--- config.mk ---
export PLATFORM = sky130hd
export DESIGN_NAME = conv_pixel_feeder_flat
export DESIGN_NICKNAME = d
export VERILOG_FILES = /design/src/rtl/conv_pixel_feeder_pkg.sv /design/src/rtl/conv_pixel_feeder_if.sv /design/src/rtl/conv_pixel_feeder_addr_gen.sv /design/src/rtl/conv_pixel_feeder.sv /design/src/flat_wrapper.sv
export SDC_FILE = /design/constraint.sdc
export NUM_CORES = 1
export LEC_CHECK = 0
export CORE_ASPECT_RATIO = 0.7
export CORE_MARGIN = 4
export CORE_UTILIZATION = 47
export CTS_BUF_LIST = sky130_fd_sc_hd__clkbuf_16
export DETAILED_ROUTE_END_ITERATION = 6
export GPL_ROUTABILITY_DRIVEN = 0
export PLACE_DENSITY = 0.83
export SLEW_MARGIN = 15
export SYNTH_ARGS = -nofsm -noshare
export SYNTH_HDL_FRONTEND = slang
export SYNTH_SLANG_ARGS = --single-unit
--- constraint.sdc ---
create_clock -name clk -period 3.65 [get_ports clk]
set_input_delay 0.5475 -clock clk [delete_from_list [all_inputs] [get_ports clk]]
set_output_delay 0.5475 -clock clk [all_outputs]
set_load 0.02 [all_outputs]
--- src/rtl/conv_pixel_feeder_pkg.sv ---
// Shared types and constants for the convolution pixel feeder.
// CONV_FEEDER_PAD_EN: zero-pad an im x im buffer; otherwise the buffer is pre-padded img x img.
package conv_pkg;
  localparam int N      = 7;
  localparam int STRIDE = 5;
  localparam int IM     = 28;
  localparam int IMG    = IM + STRIDE - 1;
  localparam int PAD_LO = (STRIDE - 1) / 2;
  localparam int CW     = $clog2(IMG);
`ifdef CONV_FEEDER_PAD_EN
  localparam int AW     = $clog2(IM * IM);
`else
  localparam int AW     = $clog2(IMG * IMG);
`endif

  typedef logic [N:0] pixel_t;

  typedef enum logic [2:0] {
    IDLE,
    FETCH,
    WAIT,
    HOLD,
    DONE
  } feeder_state_e;
endpackage

--- src/rtl/conv_pixel_feeder_if.sv ---
// Pixel stream and buffer read port of the feeder; address width follows CONV_FEEDER_PAD_EN.
interface conv_pixel_feeder_if;
  import conv_pkg::*;

  logic          start;
  logic          data_request;
  logic          mem_rd_en;
  logic [AW-1:0] mem_addr;
  pixel_t        mem_rdata;
  pixel_t        data;
  logic          data_valid;
  logic          busy;
  logic          frame_done;

  modport master (
    input  start, data_request, mem_rdata,
    output mem_rd_en, mem_addr, data, data_valid, busy, frame_done
  );

  modport slave (
    output start, data_request, mem_rdata,
    input  mem_rd_en, mem_addr, data, data_valid, busy, frame_done
  );
endinterface

--- src/rtl/conv_pixel_feeder_addr_gen.sv ---
// Row/col walk over the padded frame, in-bounds test and buffer address.
// CONV_FEEDER_PAD_EN enables the padding window; otherwise every coordinate is in-bounds.
module conv_feeder_addr_gen
  import conv_pkg::*;
(
  input  logic          clk,
  input  logic          reset,
  input  logic          clear_i,
  input  logic          advance_i,
  output logic          last_o,
  output logic          inb_o,
  output logic [AW-1:0] addr_o
);
  localparam logic [CW-1:0] LAST_IDX = CW'(IMG - 1);

  logic [CW-1:0] row_q, row_d;
  logic [CW-1:0] col_q, col_d;

  always_comb begin
    row_d = row_q;
    col_d = col_q;
    if (clear_i) begin
      row_d = '0;
      col_d = '0;
    end else if (advance_i) begin
      if (col_q == LAST_IDX) begin
        col_d = '0;
        row_d = row_q + 1'b1;
      end else begin
        col_d = col_q + 1'b1;
      end
    end
  end

  always_ff @(posedge clk or negedge reset) begin
    if (!reset) begin
      row_q <= '0;
      col_q <= '0;
    end else begin
      row_q <= row_d;
      col_q <= col_d;
    end
  end

  assign last_o = (row_q == LAST_IDX) && (col_q == LAST_IDX);

`ifdef CONV_FEEDER_PAD_EN
  localparam logic [CW-1:0] LO = CW'(PAD_LO);
  localparam logic [CW-1:0] HI = CW'(PAD_LO + IM);

  logic [CW-1:0] row_off;
  logic [CW-1:0] col_off;

  assign inb_o   = (row_q >= LO) && (row_q < HI) && (col_q >= LO) && (col_q < HI);
  assign row_off = row_q - LO;
  assign col_off = col_q - LO;
  // Gated so the address idles at 0 over the padding ring (and out of reset).
  assign addr_o  = inb_o ? (AW'(row_off) * AW'(IM) + AW'(col_off)) : '0;
`else
  assign inb_o   = 1'b1;
  assign addr_o  = AW'(row_q) * AW'(IMG) + AW'(col_q);
`endif
endmodule

--- src/rtl/conv_pixel_feeder.sv ---
// Streams the img x img frame to the convolution engine, one pixel per request.
// CONV_FEEDER_PAD_EN selects on-the-fly zero padding (see conv_feeder_addr_gen).
//   state | meaning
//   IDLE  | waiting for start
//   FETCH | issue buffer read for in-bounds pixel
//   WAIT  | capture read data (or 0) into hold register
//   HOLD  | offer pixel until data_request, then advance
//   DONE  | one-cycle frame_done pulse
module conv_pixel_feeder
  import conv_pkg::*;
(
  input  logic                clk,
  input  logic                reset,
  conv_pixel_feeder_if.master bus
);
  feeder_state_e state_q, state_d;
  pixel_t        hold_q, hold_d;
  logic          clear;
  logic          advance;
  logic          last;
  logic          inb;
  logic          dvalid;
  logic [AW-1:0] addr;

  conv_feeder_addr_gen u_addr_gen (
    .clk       (clk),
    .reset     (reset),
    .clear_i   (clear),
    .advance_i (advance),
    .last_o    (last),
    .inb_o     (inb),
    .addr_o    (addr)
  );

  always_ff @(posedge clk or negedge reset) begin
    if (!reset) begin
      state_q <= IDLE;
      hold_q  <= '0;
    end else begin
      state_q <= state_d;
      hold_q  <= hold_d;
    end
  end

  always_comb begin
    state_d = state_q;
    hold_d  = hold_q;
    clear   = 1'b0;
    advance = 1'b0;
    dvalid  = 1'b0;
    case (state_q)
      IDLE: begin
        if (bus.start) begin
          clear   = 1'b1;
          state_d = FETCH;
        end
      end
      FETCH: state_d = WAIT;
      WAIT: begin
        hold_d  = inb ? bus.mem_rdata : '0;
        state_d = HOLD;
      end
      HOLD: begin
        if (bus.data_request) begin
          dvalid  = 1'b1;
          advance = 1'b1;
          state_d = last ? DONE : FETCH;
        end
      end
      DONE:    state_d = IDLE;
      default: state_d = IDLE;
    endcase
  end

  assign bus.mem_rd_en  = (state_q == FETCH) && inb;
  assign bus.mem_addr   = addr;
  assign bus.data       = hold_q;
  assign bus.data_valid = dvalid;
  assign bus.busy       = (state_q == FETCH) || (state_q == WAIT) || (state_q == HOLD);
  assign bus.frame_done = (state_q == DONE);
endmodule

--- src/flat_wrapper.sv ---
// flat-port wrapper written by rule: the top's interface ports become plain ports
module conv_pixel_feeder_flat import conv_pkg::*;
  (clk, reset, bus_start, bus_data_request, bus_mem_rdata, bus_mem_rd_en, bus_mem_addr, bus_data, bus_data_valid, bus_busy, bus_frame_done);
  conv_pixel_feeder_if bus_i ();
  input  logic clk;
  input  logic reset;
  input wire logic [$bits(bus_i.start)-1:0] bus_start;
  input wire logic [$bits(bus_i.data_request)-1:0] bus_data_request;
  input wire logic [$bits(bus_i.mem_rdata)-1:0] bus_mem_rdata;
  output wire logic [$bits(bus_i.mem_rd_en)-1:0] bus_mem_rd_en;
  output wire logic [$bits(bus_i.mem_addr)-1:0] bus_mem_addr;
  output wire logic [$bits(bus_i.data)-1:0] bus_data;
  output wire logic [$bits(bus_i.data_valid)-1:0] bus_data_valid;
  output wire logic [$bits(bus_i.busy)-1:0] bus_busy;
  output wire logic [$bits(bus_i.frame_done)-1:0] bus_frame_done;
  assign bus_i.start = bus_start;
  assign bus_i.data_request = bus_data_request;
  assign bus_i.mem_rdata = bus_mem_rdata;
  assign bus_mem_rd_en = bus_i.mem_rd_en;
  assign bus_mem_addr = bus_i.mem_addr;
  assign bus_data = bus_i.data;
  assign bus_data_valid = bus_i.data_valid;
  assign bus_busy = bus_i.busy;
  assign bus_frame_done = bus_i.frame_done;
  conv_pixel_feeder u_core (.clk(clk), .reset(reset), .bus(bus_i));
endmodule
==> results of run 1 <==
==> metrics by stage <==
step / hold WS, ns / cells
global route: 0.5334 / 147
global placement: 0.4900 / 143
CTS: 0.5081 / 147
floorplan: 0.2519 / 90
finish: 0.5056 / 147
detailed placement: 0.4955 / 143
==> registers in the layout, indices dropped and copies added, names as in the netlist <==
signal and cells:
u_core.bus.data 8, u_core.state_q 3, u_core.u_addr_gen.row_q 5, u_core.u_addr_gen.col_q 5
==> critical path, delay by kind of cell <==
family        cells  cell delay, ns
buf+inv           4            1.47
simple gates      1            0.10
==> cells in the final DEF, fill, tap and decap left out, types with 3 or more instances in the layout <==
master,Yosys,routed
a21oi_1,8,8
nor2_1,7,7
nand2_1,3,3
clkdlybuf4s50_1,0,33
and3_1,3,3
clkbuf_16,0,3
ha_1,4,4
nand3_1,5,5
o21ai_0,5,5
dfrtp_1,21,21
mux2_2,9,9
==> layout make-up <==
class	instances	share of cell area, %
Sequential cell	21	36.97
Timing Repair Buffer	35	24.30
Multi-Input combinational cell	63	30.72
Clock buffer	3	5.282
Tap cell	22	1.937
Inverter	2	0.5282
Clock inverter	1	0.2641
==> metal layers <==
metal  global-route usage (%)  up-vias
li1                         -      392
met1                    21.09      404
met4                    6.140        0
met5                        0        -
met2                    32.84       19
met3                    5.122        0
==> worst paths after layout <==
check                                              to  slack (ns)
max                                    bus_data_valid        0.98
min                                u_core.bus.data[4]        0.51
max reg2reg                u_core.u_addr_gen.row_q[3]        1.58
min reg2reg                        u_core.bus.data[4]        0.51
max in group asynchronous           u_core.state_q[1]        2.25
min in group asynchronous  u_core.u_addr_gen.col_q[1]        0.82
==> kinds of logic (layout without fill, tap and decap cells) <==
| logic type | count (synthesis) | after routing | synth area share (%) |
|---|---|---|---|
| and+or+nand+nor | 34 | 34 | 19.75 |
| adders and majority gates | 4 | 4 | 5.063 |
| AOI/OAI and AO/OA | 15 | 15 | 8.102 |
| DFF | 21 | 21 | 53.16 |
| buffers and inverters | 6 | 41 | 2.657 |
| muxes | 10 | 10 | 11.27 |
==> Yosys cell counts, types with 3 or more instances <==
cell type   n
a21oi_1     8
and3_1      3
buf_2       3
dfrtp_1    21
ha_1        4
mux2_2      9
nand2_1     3
nand3_1     5
nor2_1      7
o21ai_0     5
==> power by group through the flow <==
| stage | Combinational [mW] | Clock (mW) | Sequential (mW) |
|---|---|---|---|
| 2_1_floorplan | 0.187 | 0 | 0.445 |
| 3_3_place_gp | 0.454 | 0 | 0.379 |
| 3_5_place_dp | 0.464 | 0 | 0.384 |
| 4_1_cts | 0.469 | 0.231 | 0.384 |
| 5_1_grt | 0.496 | 0.243 | 0.398 |
| 6_report | 0.464 | 0.226 | 0.387 |
==> impl_metrics.csv, run 1 <==
group,metric,value,unit
outcome,outcome,"complete, no violations",
layout,final_nets,142,
clock_network,tritoncts,"done",
clock_network,cts_max_path_buffers,2,
worst_setup_path,startpoint,"bus_data_request",
layout,multi_input_area,436.7,µm²
drt,vias_per_cell,5.544,
clock_network,cts_resized,0,
layout,area_growth,43.80,%
clock_network,clk_pin_slew,0.06,ns
grt,antenna_found_initial,0,
power,pwr-share-seq,35.9,%
worst_setup_path,crit_fanout,12,
timing,setup-violations-final,0,
timing,max_slew_margin,37.23,%
grt,grt_pass1_vias,844,
drt,first_pass_iters,4,
worst_setup_path,max_stage_delay,0.64,ns
drt,drt-initial-drc-count,37,
clock_network,root_buffer,"clkbuf_16",
synth,async_reset_ff_share,100.0,%
synth,synth-edff-count,0,
synth,synthesis.nets,106,
drt,via_count,815,
die,start_util,51.50,%
power,p_per_area,757.8,nW/µm²
timing,grt_setup_unrepaired,"false",
synth,syn_area,988.4,µm²
synth,synthDistinctLibCells,27,
worst_setup_path,required,3.10,ns
timing,tightest_slew,0.9386,ns
synth,netlist_top_cells_area,"dfrtp_1 53%, mux2_2 10%, ha_1 5.1%",
synth,synthCells,90,
power,combPwrFrac,43.1,%
timing,setup_slack,0.9754,ns
drt,finalWirelength,2421,µm
layout,drive_gt1_share,12.80,%
timing,hold_viol,0,
drt,final_antenna_net_count,0,
timing,slew_violations,0,
worst_setup_path,r2r_start,"u_core.u_addr_gen.col_q[0]",
power,clock_power_share,20.9,%
worst_setup_path,crit_path_frequent_cell,"clkdlybuf4s50_1",
timing,fin_tns_setup,0,ns
die,chipWidth,62.81,µm
layout,diodes,0,
worst_setup_path,critPathSlowestCell,"clkdlybuf4s50_1",
layout,finalCoreUtilization,74.05,%
clock_network,cts_made_buffers,3,
die,ios,34,
power,peakVddDrop,0.4196,mV
synth,ys_warn_count,0,
die,num_rows,13,
place,dpl_cell_area,1343,µm²
layout,area.sequential,525.5,µm²
worst_setup_path,start_kind,"input port",
synth,yosysTopAreaCell,"dfrtp_1",
die,die_h,46.37,µm
die,die-area,2913,µm²
worst_setup_path,end_kind,"output port",
drt,wl_per_cell,16.47,µm
grt,grt_use_total,18.03,%
worst_setup_path,path_class,"input port to output port",
synth,seq_area_frac_synth,53.16,%
timing,fin_skew,0.003358,ns
power,power.switching,0.3814,mW
synth,syn_area_per_cell,10.98,µm²
layout,fill_cells,134,
min_path,hold_start,"u_core.bus.data[4]",
synth,synth_top_area_share,53.16,%
layout,post-route-cell-area,1421,µm²
clock_network,h-tree-depth,1,
power,switching_share,35.41,%
worst_setup_path,path_cells,"clkdlybuf4s50_1 > nand4b_1 > buf_4 > clkinv_1 > clkdlybuf4s50_1",
place,dpl_worst_slack,0.9945,ns
timing,fmax,373.9,MHz
min_path,min_path_type,"flip-flop to flip-flop",
clock_network,postCtsSetupBuffers,0,
place,dp_hpwl,1672,µm
clock_network,clk_latency,0.25,ns
timing,post-route-period-util,73.28,%
synth,synth_seq_cells,21,
min_path,min_path_cells,1,
die,core_region_area,1919,µm²
power,p_leak,0.6156,nW
drt,met2_wirelength,1295,µm
grt,grt_first_pass_wirelength,3974,µm
clock_network,cts.sinks,21,
place,place.port_buffers,33,
clock_network,cts_hold_buf,0,
grt,overflow,0,
power,power,1.077,mW
drt,route.top_layer_used,"met3",
worst_setup_path,critical_path_arrival,2.13,ns
synth,ys.flop_type,"dfrtp_1",
grt,grt_max_degree,22,
drt,met1_length,1022,µm
drt,drc,0,
drt,met3WireLength,103,µm
flow_run,drv_cap,0,
worst_setup_path,reg2regPathDepth,6,
timing,min_period,2.675,ns
power,p_int,0.6958,mW
No activity file was read; power rests on OpenSTA's default activity.
==> run 2, diff against run 1 <==
--- a/config.mk
+++ b/config.mk
@@ -7,11 +7,11 @@
 export LEC_CHECK = 0
 export CORE_ASPECT_RATIO = 0.7
 export CORE_MARGIN = 4
-export CORE_UTILIZATION = 47
+export CORE_UTILIZATION = 39
 export CTS_BUF_LIST = sky130_fd_sc_hd__clkbuf_16
 export DETAILED_ROUTE_END_ITERATION = 6
 export GPL_ROUTABILITY_DRIVEN = 0
-export PLACE_DENSITY = 0.83
+export PLACE_DENSITY = 0.73
 export SLEW_MARGIN = 15
 export SYNTH_ARGS = -nofsm -noshare
 export SYNTH_HDL_FRONTEND = slang
==> constraint.sdc (replaced) <==
create_clock -name clk -period 2.4 [get_ports clk]
set_input_delay 0.36 -clock clk [delete_from_list [all_inputs] [get_ports clk]]
set_output_delay 0.36 -clock clk [all_outputs]
set_load 0.02 [all_outputs]
==> run 2 against run 1 <==
  * Critical path depth is 1 lower
  * Clock power rose by 49%
  * Sequential share of layout area decreased by 0.89 points
  * Utilization fell by 10 points
  * Critical path type unchanged
  * Critical endpoint unchanged
  * Largest cell class unchanged
==> impl_metrics.csv, run 2 (synthesized netlist as in run 1, its figures left out) <==
group,metric,value,unit
die,chipWidth,68.17,µm
clock_network,cts_max_path_buffers,2,
worst_setup_path,reg2reg_to,"u_core.u_addr_gen.row_q[3]",
layout,drive_gt1_share,14.84,%
min_path,min_path_type,"input port to async pin",
drt,drt-initial-drc-count,21,
layout,finalCoreUtilization,63.96,%
clock_network,cts_resized,0,
die,start_util,43.41,%
grt,grt_use_total,16.80,%
worst_setup_path,reg2regPathDepth,6,
place,place.port_buffers,33,
timing,setup-violations-final,0,
timing,slew_violations,0,
worst_setup_path,critical_path_arrival,1.74,ns
clock_network,clk_pin_slew,0.05,ns
drt,vias_per_cell,5.150,
layout,largest_reg_flops,8,
drt,first_pass_iters,4,
drt,drc,0,
outcome,outcome,"complete, no violations",
place,dp_hpwl,1849,µm
clock_network,h-tree-depth,1,
worst_setup_path,path_class,"input port to output port",
clock_network,tritoncts,"done",
timing,max_slew_margin,68.30,%
timing,min_period,2.104,ns
die,core_region_area,2277,µm²
worst_setup_path,required,2.04,ns
die,ios,34,
layout,final_nets,145,
flow_run,drv_cap,0,
drt,finalWirelength,2486,µm
drt,wl_per_cell,15.54,µm
timing,hold_viol,0,
worst_setup_path,end_kind,"output port",
drt,via_count,824,
clock_network,root_buffer,"clkbuf_16",
timing,fin_skew,0.001198,ns
grt,grt_pass1_vias,854,
timing,whs,0.4374,ns
die,die-area,3417,µm²
clock_network,postCtsSetupBuffers,0,
layout,area_growth,47.34,%
timing,post-route-period-util,87.67,%
clock_network,clk_latency,0.25,ns
clock_network,cts_hold_buf,0,
timing,grt_setup_unrepaired,"false",
worst_setup_path,startpoint,"bus_data_request",
grt,overflow,0,
worst_setup_path,critPathCapture,"bus_data_valid",
power,peakVddDrop,0.4893,mV
worst_setup_path,reg2reg_slack,0.52,ns
timing,fmax,475.3,MHz
die,num_rows,14,
worst_setup_path,r2r_start,"u_core.u_addr_gen.col_q[0]",
worst_setup_path,crit_fanout,3,
layout,layout_commonest_cell,"clkdlybuf4s50_1",
drt,final_antenna_net_count,0,
power,p_per_area,1126,nW/µm²
grt,antenna_found_initial,0,
layout,diodes,0,
timing,fin_tns_setup,0,ns
grt,grt_max_degree,12,
power,p_leak,0.6310,nW
grt,grt_first_pass_wirelength,4195,µm
die,die_h,50.12,µm
clock_network,cts.sinks,21,
timing,tightest_slew,0.4741,ns
power,power,1.640,mW
worst_setup_path,start_kind,"input port",
clock_network,cts_made_buffers,3,
layout,mostFrequentLayoutCells,"33 x clkdlybuf4s50_1, 21 x dfrtp_1, 9 x mux2_2",
run 2: cell count changes in the layout (fill, tap and decap cells not counted), sizes merged:
cell  delta
buf      +3
run 2: final cells by class:
type                            count  area, µm²
Fill cell                         183      820.8
Sequential cell                    21      525.5
Inverter                            2      7.507
Clock inverter                      1      3.754
Clock buffer                        3      75.07
Tap cell                           32      40.04
Timing Repair Buffer               38      367.9
Multi-Input combinational cell     63      436.7
run 2: how the worst min path moves through the flow:
stage	startpoint	end	cells past startpoint
after floorplan	reset	u_core.bus.data[0]	0
after global placement	u_core.bus.data[4]	u_core.bus.data[4]	1
after detailed placement	u_core.bus.data[3]	u_core.bus.data[3]	1
after CTS	reset	u_core.u_addr_gen.col_q[1]	1
after global routing	reset	u_core.u_addr_gen.col_q[2]	1
final	reset	u_core.u_addr_gen.col_q[1]	1
run 2: routing by layer:
metal	vias up	track usage, %	share of wire, %
li1	401	-	-
met1	404	20.85	42
met2	17	28.64	54
met3	2	3.409	3.3
met4	0	5.941	1.1
met5	-	0	0
run 2: where the power goes:
group / switching, mW / internal, mW
clock network: 0.115 / 0.221
registers: 0.109 / 0.472
logic: 0.350 / 0.373
run 2: critical path: stages:
cell and delay (ns):
clkdlybuf4s50_1 0.51, nand4b_1 0.17, clkinv_1 0.10, clkdlybuf4s50_1 0.60
run 2: per-stage QoR:
step | setup WS [ns] | cells | instance area [µm²]
after floorplan | 0.3958 | 90 | 988.4
after global placement | 0.3212 | 156 | 1378
after detailed placement | 0.3054 | 156 | 1378
after CTS | 0.2941 | 160 | 1456
after global routing | 0.2376 | 160 | 1456
final | 0.2959 | 160 | 1456
==> run 3, diff against run 2 <==
--- a/config.mk
+++ b/config.mk
@@ -16,3 +16,4 @@
 export SYNTH_ARGS = -nofsm -noshare
 export SYNTH_HDL_FRONTEND = slang
 export SYNTH_SLANG_ARGS = --single-unit
+export TNS_END_PERCENT = 10
==> results of run 3 <==
Final layout, timing and power as in run 2 (identical DEF).
